`config.mk`:
```
export PLATFORM = sky130hd
export DESIGN_NAME = mole_round_controller
export DESIGN_NICKNAME = d
export VERILOG_FILES = /design/src/rtl/mole_round_controller.sv
export SDC_FILE = /design/constraint.sdc
export NUM_CORES = 1
export LEC_CHECK = 0
export CORE_MARGIN = 2
export CORE_UTILIZATION = 40
export CTS_CLUSTER_DIAMETER = 150
export DETAILED_ROUTE_END_ITERATION = 10
export GPL_TIMING_DRIVEN = 0
export PLACE_DENSITY_LB_ADDON = 0.05
export SYNTH_ARGS = -nofsm -noshare
export SYNTH_HDL_FRONTEND = slang
export SYNTH_SLANG_ARGS = --single-unit
```
`constraint.sdc`:
```
create_clock -name clk -period 2.8 [get_ports clk]
set_input_delay 0.42 -clock clk [delete_from_list [all_inputs] [get_ports clk]]
set_output_delay 0.42 -clock clk [all_outputs]
set_load 0.01 [all_outputs]
```
`src/rtl/mole_round_controller.sv`:
```
// rtl/mole_round_controller.sv - whac-a-mole round sequencer: countdown, hit-window ramp, lives, game over
//
// Optional feature macro: MOLE_ROUND_EXTRA_LIFE_EN (every 20th hit grants a life, capped at LIVES)
//
// Ports:
//   clk              system clock
//   rst_n            asynchronous active-low reset
//   start            single-cycle pulse, begins a game from IDLE
//   abort            single-cycle pulse, returns to IDLE from any state
//   level            one-hot difficulty (001/010/100), latched on start
//   fsm_hit          pulse from mole FSM, mole hit
//   fsm_miss         pulse from mole FSM, mole timed out
//   window_ms        current hit window in ms, fed to the timeout timer
//   window_load      one-cycle pulse telling the timer to reload window_ms
//   game_active      high while playing, gates the mole FSM
//   countdown_digit  seconds remaining during the countdown, else 0
//   lives            lives remaining
//   game_over        high once the last life is lost
module mole_round_controller #(
    parameter int TICK_CYCLES   = 50000,
    parameter int COUNTDOWN_S   = 3,
    parameter int LIVES         = 3,
    parameter int RAMP_HITS     = 5,
    parameter int STEP_MS       = 100,
    parameter int MIN_WINDOW_MS = 300
) (
    input  logic        clk,
    input  logic        rst_n,
    input  logic        start,
    input  logic        abort,
    input  logic [2:0]  level,
    input  logic        fsm_hit,
    input  logic        fsm_miss,
    output logic [15:0] window_ms,
    output logic        window_load,
    output logic        game_active,
    output logic [3:0]  countdown_digit,
    output logic [1:0]  lives,
    output logic        game_over
);

    typedef enum logic [1:0] {
        S_IDLE,
        S_COUNTDOWN,
        S_PLAY,
        S_OVER
    } state_t;

    state_t      state;
    logic [15:0] base_window;
    logic [15:0] tick_cnt;
    logic [9:0]  ms_cnt;
    logic [7:0]  ramp_cnt;
    logic [15:0] ramped_window;

`ifdef MOLE_ROUND_EXTRA_LIFE_EN
    logic [15:0] hit_total;
    logic [15:0] hit_total_next;
    logic        life_grant;

    assign hit_total_next = hit_total + 16'd1;
    assign life_grant     = (hit_total_next % 16'd20) == 16'd0;
`endif

    function automatic logic [15:0] base_of(input logic [2:0] lvl);
        case (lvl)
            3'b010:  base_of = 16'd1200;
            3'b100:  base_of = 16'd700;
            default: base_of = 16'd2000;
        endcase
    endfunction

    // Clamp to the floor instead of letting the subtraction wrap.
    always_comb begin
        ramped_window = 16'(MIN_WINDOW_MS);
        if ({1'b0, window_ms} >= (17'(MIN_WINDOW_MS) + 17'(STEP_MS)))
            ramped_window = window_ms - 16'(STEP_MS);
    end

    always_ff @(posedge clk or negedge rst_n) begin
        if (!rst_n) begin
            state           <= S_IDLE;
            base_window     <= 16'd0;
            tick_cnt        <= 16'd0;
            ms_cnt          <= 10'd0;
            ramp_cnt        <= 8'd0;
            window_ms       <= 16'd0;
            window_load     <= 1'b0;
            game_active     <= 1'b0;
            countdown_digit <= 4'd0;
            lives           <= 2'd0;
            game_over       <= 1'b0;
`ifdef MOLE_ROUND_EXTRA_LIFE_EN
            hit_total       <= 16'd0;
`endif
        end else if (abort) begin
            state           <= S_IDLE;
            base_window     <= 16'd0;
            tick_cnt        <= 16'd0;
            ms_cnt          <= 10'd0;
            ramp_cnt        <= 8'd0;
            window_ms       <= 16'd0;
            window_load     <= 1'b0;
            game_active     <= 1'b0;
            countdown_digit <= 4'd0;
            lives           <= 2'd0;
            game_over       <= 1'b0;
`ifdef MOLE_ROUND_EXTRA_LIFE_EN
            hit_total       <= 16'd0;
`endif
        end else begin
            window_load <= 1'b0;
            case (state)
                S_IDLE: begin
                    if (start) begin
                        base_window     <= base_of(level);
                        lives           <= 2'(LIVES);
                        countdown_digit <= 4'(COUNTDOWN_S);
                        tick_cnt        <= 16'd0;
                        ms_cnt          <= 10'd0;
                        ramp_cnt        <= 8'd0;
`ifdef MOLE_ROUND_EXTRA_LIFE_EN
                        hit_total       <= 16'd0;
`endif
                        state           <= S_COUNTDOWN;
                    end
                end

                S_COUNTDOWN: begin
                    // tick_cnt divides clk to 1 ms; ms_cnt divides ms to seconds.
                    if (tick_cnt == 16'(TICK_CYCLES - 1)) begin
                        tick_cnt <= 16'd0;
                        if (ms_cnt == 10'd999) begin
                            ms_cnt <= 10'd0;
                            if (countdown_digit <= 4'd1) begin
                                countdown_digit <= 4'd0;
                                window_ms       <= base_window;
                                window_load     <= 1'b1;
                                game_active     <= 1'b1;
                                ramp_cnt        <= 8'd0;
                                state           <= S_PLAY;
                            end else begin
                                countdown_digit <= countdown_digit - 4'd1;
                            end
                        end else begin
                            ms_cnt <= ms_cnt + 10'd1;
                        end
                    end else begin
                        tick_cnt <= tick_cnt + 16'd1;
                    end
                end

                S_PLAY: begin
                    // A miss wins over a simultaneous hit; the hit is dropped.
                    if (fsm_miss) begin
                        ramp_cnt <= 8'd0;
                        if (lives <= 2'd1) begin
                            lives       <= 2'd0;
                            game_active <= 1'b0;
                            game_over   <= 1'b1;
                            state       <= S_OVER;
                        end else begin
                            lives <= lives - 2'd1;
                        end
                    end else if (fsm_hit) begin
                        if (ramp_cnt == 8'(RAMP_HITS - 1)) begin
                            ramp_cnt    <= 8'd0;
                            window_ms   <= ramped_window;
                            window_load <= 1'b1;
                        end else begin
                            ramp_cnt <= ramp_cnt + 8'd1;
                        end
`ifdef MOLE_ROUND_EXTRA_LIFE_EN
                        hit_total <= hit_total_next;
                        if (life_grant && (lives < 2'(LIVES)))
                            lives <= lives + 2'd1;
`endif
                    end
                end

                S_OVER: begin
                    // Everything holds until abort.
                end

                default: state <= S_IDLE;
            endcase
        end
    end

endmodule
```
======== After elaboration in Yosys (flattened, before gate mapping) ========
Index checks and enable logic that the tools add are counted.
storage, ports and cells
  logic and storage cells ................. 126
  output and inout port bits .............. 25
  input bits .............................. 9
  bits in registers ....................... 77
operators by class
  multiplexer cells ....................... 69
  reduce and logical (&&, ||, !) cells .... 20
  eq/ne operators ......................... 17
  $add $sub $neg .......................... 6
  $lt $le $gt $ge ......................... 3
operator list
  kind                                                                                   number
  16-bit 2-to-1 mux                                                                      14
  8-bit 2-to-1 mux                                                                       8
  16-bit one-hot mux with 2 select lines                                                 2
  10-bit 2-to-1 mux                                                                      4
  3-bit inequality test (second input constant)                                          9
  8-bit one-hot mux with 3 select lines                                                  1
  2-bit 2-to-1 mux                                                                       11
  11-bit one-hot mux with 2 select lines                                                 1
  4-bit 2-to-1 mux                                                                       5
  10-bit one-hot mux with 2 select lines                                                 1
  1-bit 2-to-1 mux                                                                       17
  16-bit by 1-bit adder with 16-bit output (second input constant)                       1
  16-bit equality test (second input constant)                                           1
  16-bit by 9-bit greater-or-equal comparator with 1-bit output (second input constant)  1
  16-bit by 7-bit subtractor with 16-bit output (second input constant)                  1
  7-bit AND reduction                                                                    2
  6-bit AND reduction                                                                    2
  10-bit by 1-bit adder with 10-bit output (second input constant)                       1
  10-bit equality test (second input constant)                                           1
  2-bit nonzero test                                                                     5
  3-bit AND reduction                                                                    3
  3-bit nonzero test                                                                     3
  8-bit by 1-bit adder with 8-bit output (second input constant)                         1
  8-bit by 3-bit equality test with 1-bit output (second input constant)                 1
  17 further kinds                                                                       19

======== Longest topological paths before layout ========
  depth after elaboration ................. 7
  gate-level depth with buffers ........... 9
  mapped depth without buffers ............ 7

======== Worst setup path before layout ========
Ideal clock, no wire load.
  path kind ............................... flip-flop to flip-flop
  start point ............................. reg ms_cnt[0]
  end point ............................... reg state[0]
  cell stages (with the launch flop) ...... 7
  period minus slack after synthesis ...... 2,329 ps
  library setup time ...................... 125 ps
  setup slack ............................. 471 ps
  buffers on the path ..................... 0
  data required time ...................... 2,675 ps
  arrival time ............................ 2,204 ps
  cells stage by stage .................... dfrtp_1 -> ha_1 -> nand4_2 -> or4_4 -> o31a_1 -> or3_4 -> mux2_4
on the way
  cells in the longest elaborated chain, start to end .. 3
RTL lines
  element                                 RTL line  source
  start: declaration                      52        logic [9:0] ms_cnt;
  start signal: assignment                146       ms_cnt <= ms_cnt + 10'd1;
  10-bit equality test                    133       if (ms_cnt == 10'd999) begin
  3-bit inequality test (no source line)  n/a
  7-bit AND reduction (no source line)    n/a
  end signal: assignment                  125       state <= S_COUNTDOWN;
  end signal: assignment                  141       state <= S_PLAY;
  end signal: assignment                  161       state <= S_OVER;
  end: declaration                        49        state_t state;
No other way between the ends.
A chain may end at the register's enable or synchronous reset.

======== Final worst setup path ========
  start point ............................. reg ms_cnt[0]
  end point ............................... reg window_ms[10]
on the way
  cells in the longest elaborated chain, start to end .. 3
RTL lines
  element                                 RTL line  source
  10-bit equality test                    133
  3-bit inequality test (no source line)  n/a
  7-bit AND reduction (no source line)    n/a
  end signal: assignment                  137       window_ms <= base_window;
  end signal: assignment                  168       window_ms <= ramped_window;
  end: declaration                        34        output logic [15:0] window_ms,
No other way between the ends.

==> metrics.txt <==
status finished, final reports clean; synth unique cells 59; endpoints failing setup 0; sw frac 0.403; Cell Rows 35; Total GRT Usage 0.202; fraction of the yosys area taken by sequential cells 0.427; post-synthesis simple-gate area fraction 0.243; fin worst setup slack 0.139 ns; H-tree Lvls 3; mean post-synth cell area 9.01 um2; clock sinks 65; Die Y around 100 um; share of cells above drive strength 1 0.0743; pre-CTS setup slack between 0.03 and 0.04 ns; # IOs 34; Synth Area in XOR/XNOR 0.0276; worst skew pair latency approximately 0.34 ns; setup_tns 0 ns; Tmin final 2.66 ns; vias in the first global route 3333; P_sw 1.40 mW; power per cell area roughly 770 mW/mm2; synthesized area ~0.0038 mm2; # DRC 0; Synth warnings 0; area of the die 0.0103 mm2; core area 0.00924 mm2; Lkg Pwr 1.90 nW; Clock power frac 0.225; TritonCTS clock tree yes; r2r endpoint window_ms[10]$_DFFE_PN0P_; Slew Limit Fails 0; Post-DP HPWL about 6800 um; P_int roughly 2.1 mW; final net count 486; ys async rst share 1.00; area grow syn2layout 17.8%; Clock Tree Buf Depth 2; Vias/cell 5.64; combinational family with the most area after synthesis simple AND/OR/NAND/NOR gates; Synth Area in Compound Gates 0.215; critical path arrival between 2 and 3 ns; Post-synth EDFFs 0; reg2reg start ms_cnt[0]$_DFFE_PN0P_; wirelength, routed 9660 um; Slew headroom 0.445; Flop pwr share 0.358; CP required 3.00 ns; input/output buffers 31; critical path class register to register; worst-path fanout max 10; Wirelength per Cell about 16 um; initial antenna violation count 0; multiplexer share of the synthesized area 0.0151; peak supply drop 0.326 mV; number of standard cells after synthesis 423; initial DRC count 130; Max Freq 376 MHz; Hold Vio Cnt, Final 0; first-pass GRT wire length 16600 um; post-route ant nets 0; Worst setup EP type register; # fillers 903; # diodes 0; CTS Hold Buffers Added 0; flop-to-flop setup slack approximately 0.14 ns; final instance area 0.00449 mm2; gr ovfl total 0; TritonCTS Buffers 9; Initial Util 0.412; Tcrit/Tclk final 0.950; final core occ 0.486; worst min path class input pin to async pin; #FFs+latches synth between 60 and 70; area of placed instances 0.00428 mm2; Reg2Reg Depth 8; largest net degree at the start of global routing 66; Least-Margin Pin Slew 0.832 ns; clock skew about 0.0082 ns; CP Launch Type register; DR pass1 iterations 4; Die W 102 um; Final Wtd Congestion slightly above 0.8; Worst-path clk slew 0.07 ns; Most used DFF post-synth dfrtp_1; max cap viols 0; Synth Area in Adders 0.0361; Root Driver clkbuf_8; Vias 3384; Comb pwr share 0.417
[logic make-up after synthesis]
group                    Yosys count
flip-flops                        65
XOR/XNOR                          12
buffers and inverters             33
adder cells (fa/ha/maj)           11
other                              1
multiplexers                       5
AND/OR/NAND/NOR                  175
AO/OA/AOI/OAI                    121
[cell type report]
cell class	count	area (um2)	share of cell area
clock buffers	13	149	0.0332
clock inverters	3	40.0	0.00892
multi-input cells	326	2070	0.461
flip-flops and latches	65	1630	0.362
repair buffers	31	308	0.0686
well taps	129	161	0.0360
inverters	15	56.3	0.0125
plain buffers	18	78.8	0.0176
[sequential cells by signal, indices dropped and copies added, names as in the netlist]
| name | flops |
|---|---|
| lives | 2 |
| tick_cnt | 16 |
| ms_cnt | 10 |
| game_active | 1 |
| game_over | 1 |
| base_window | 6 |
| countdown_digit | 4 |
| state | 2 |
| ramp_cnt | 8 |
| window_load | 1 |
| window_ms | 14 |
[worst max-delay path by stage]
stage	from	endpoint	slack, ns	depth (start not counted)
floorplan	ms_cnt[0]$_DFFE_PN0P_	state[0]$_DFFE_PN0P_	0.47	6
global placement	rst_n	ms_cnt[5]$_DFFE_PN0P_	-1.15	1
global route	state[1]$_DFFE_PN0P_	ramp_cnt[0]$_DFFE_PN0P_	-0.05	8
detailed placement	ms_cnt[0]$_DFFE_PN0P_	countdown_digit[3]$_DFFE_PN0P_	0.03	6
CTS	ms_cnt[0]$_DFFE_PN0P_	countdown_digit[3]$_DFFE_PN0P_	0.03	6
finish	ms_cnt[0]$_DFFE_PN0P_	window_ms[10]$_DFFE_PN0P_	0.14	8
[through the flow]
stage | std cells | hold WS, ns | power [mW]
CTS | 600 | 0.222 | 3.51
finish | 600 | 0.193 | 3.48
detailed placement | 584 | 0.479 | 2.70
floorplan | 424 | 0.124 | 2.16
global placement | 584 | 0.473 | 2.68
global route | 600 | 0.270 | 3.76
[layout by cell type (no fill, tap or decap), types with 9 or more instances in the layout]
cell,n
dfrtp_1,65
nor2_1,48
o31ai_1,32
clkdlybuf4s50_1,30
nand2_1,26
o21ai_0,23
a21oi_1,22
nand3_1,17
nor3_1,15
inv_1,15
clkbuf_1,15
ha_1,10
clkbuf_8,10
nor2b_1,9
nand2b_1,9
[what timing repair did]
item	CTS	global route
setup buffers	0	0
endpoints found under the setup margin	0	6
gates resized for setup	0	4
[power by group through the flow]
stage          clock network [mW]  registers (mW)  logic, mW
2_1_floorplan                   0            1.26      0.903
3_3_place_gp                    0            1.25       1.43
3_5_place_dp                    0            1.26       1.44
4_1_cts                     0.820            1.24       1.45
5_1_grt                     0.867            1.27       1.63
6_report                    0.784            1.24       1.45
[critical path, cell delays in order, from the launching register on]
cell	delay, ns
dfrtp_1	0.40
ha_2	0.23
nand4_2	0.15
or4_4	0.56
o31a_1	0.35
buf_2	0.23
buf_2	0.23
o31ai_1	0.27
o31ai_1	0.10
[cells in the mapped netlist, types with 3 or more instances]
cell      count  area (um2)
a21o_1        3        22.5
a21oi_1      22         110
a31o_2        3        26.3
a31oi_1       8        50.1
and3_1        8        50.1
buf_2         3        15.0
clkbuf_1     12        45.0
dfrtp_1      65        1630
ha_1         11         138
inv_1        15        56.3
nand2_1      26        97.6
nand2b_1      9        56.3
nand3_1      17        85.1
nand4_1       5        31.3
nor2_1       48         180
nor2b_1       9        56.3
nor3_1       15        75.1
nor4_1        6        37.5
o21ai_0      24         120
o21bai_1      3        22.5
o31a_1        5        43.8
o31ai_1      33         248
or3_1         7        43.8
or4_1         6        45.0
xnor2_1       8        70.1
xor2_1        4        35.0
[layer usage]
metal | vias up | part of all wire | global-route usage
met3 | 8 | 0.034 | 0.0269
met5 | - | 0 | 0
met1 | 1658 | 0.49 | 0.293
met4 | 0 | 0.0097 | 0.0624
li1 | 1655 | - | -
met2 | 63 | 0.46 | 0.314
Power figures use the tool's default switching activity.
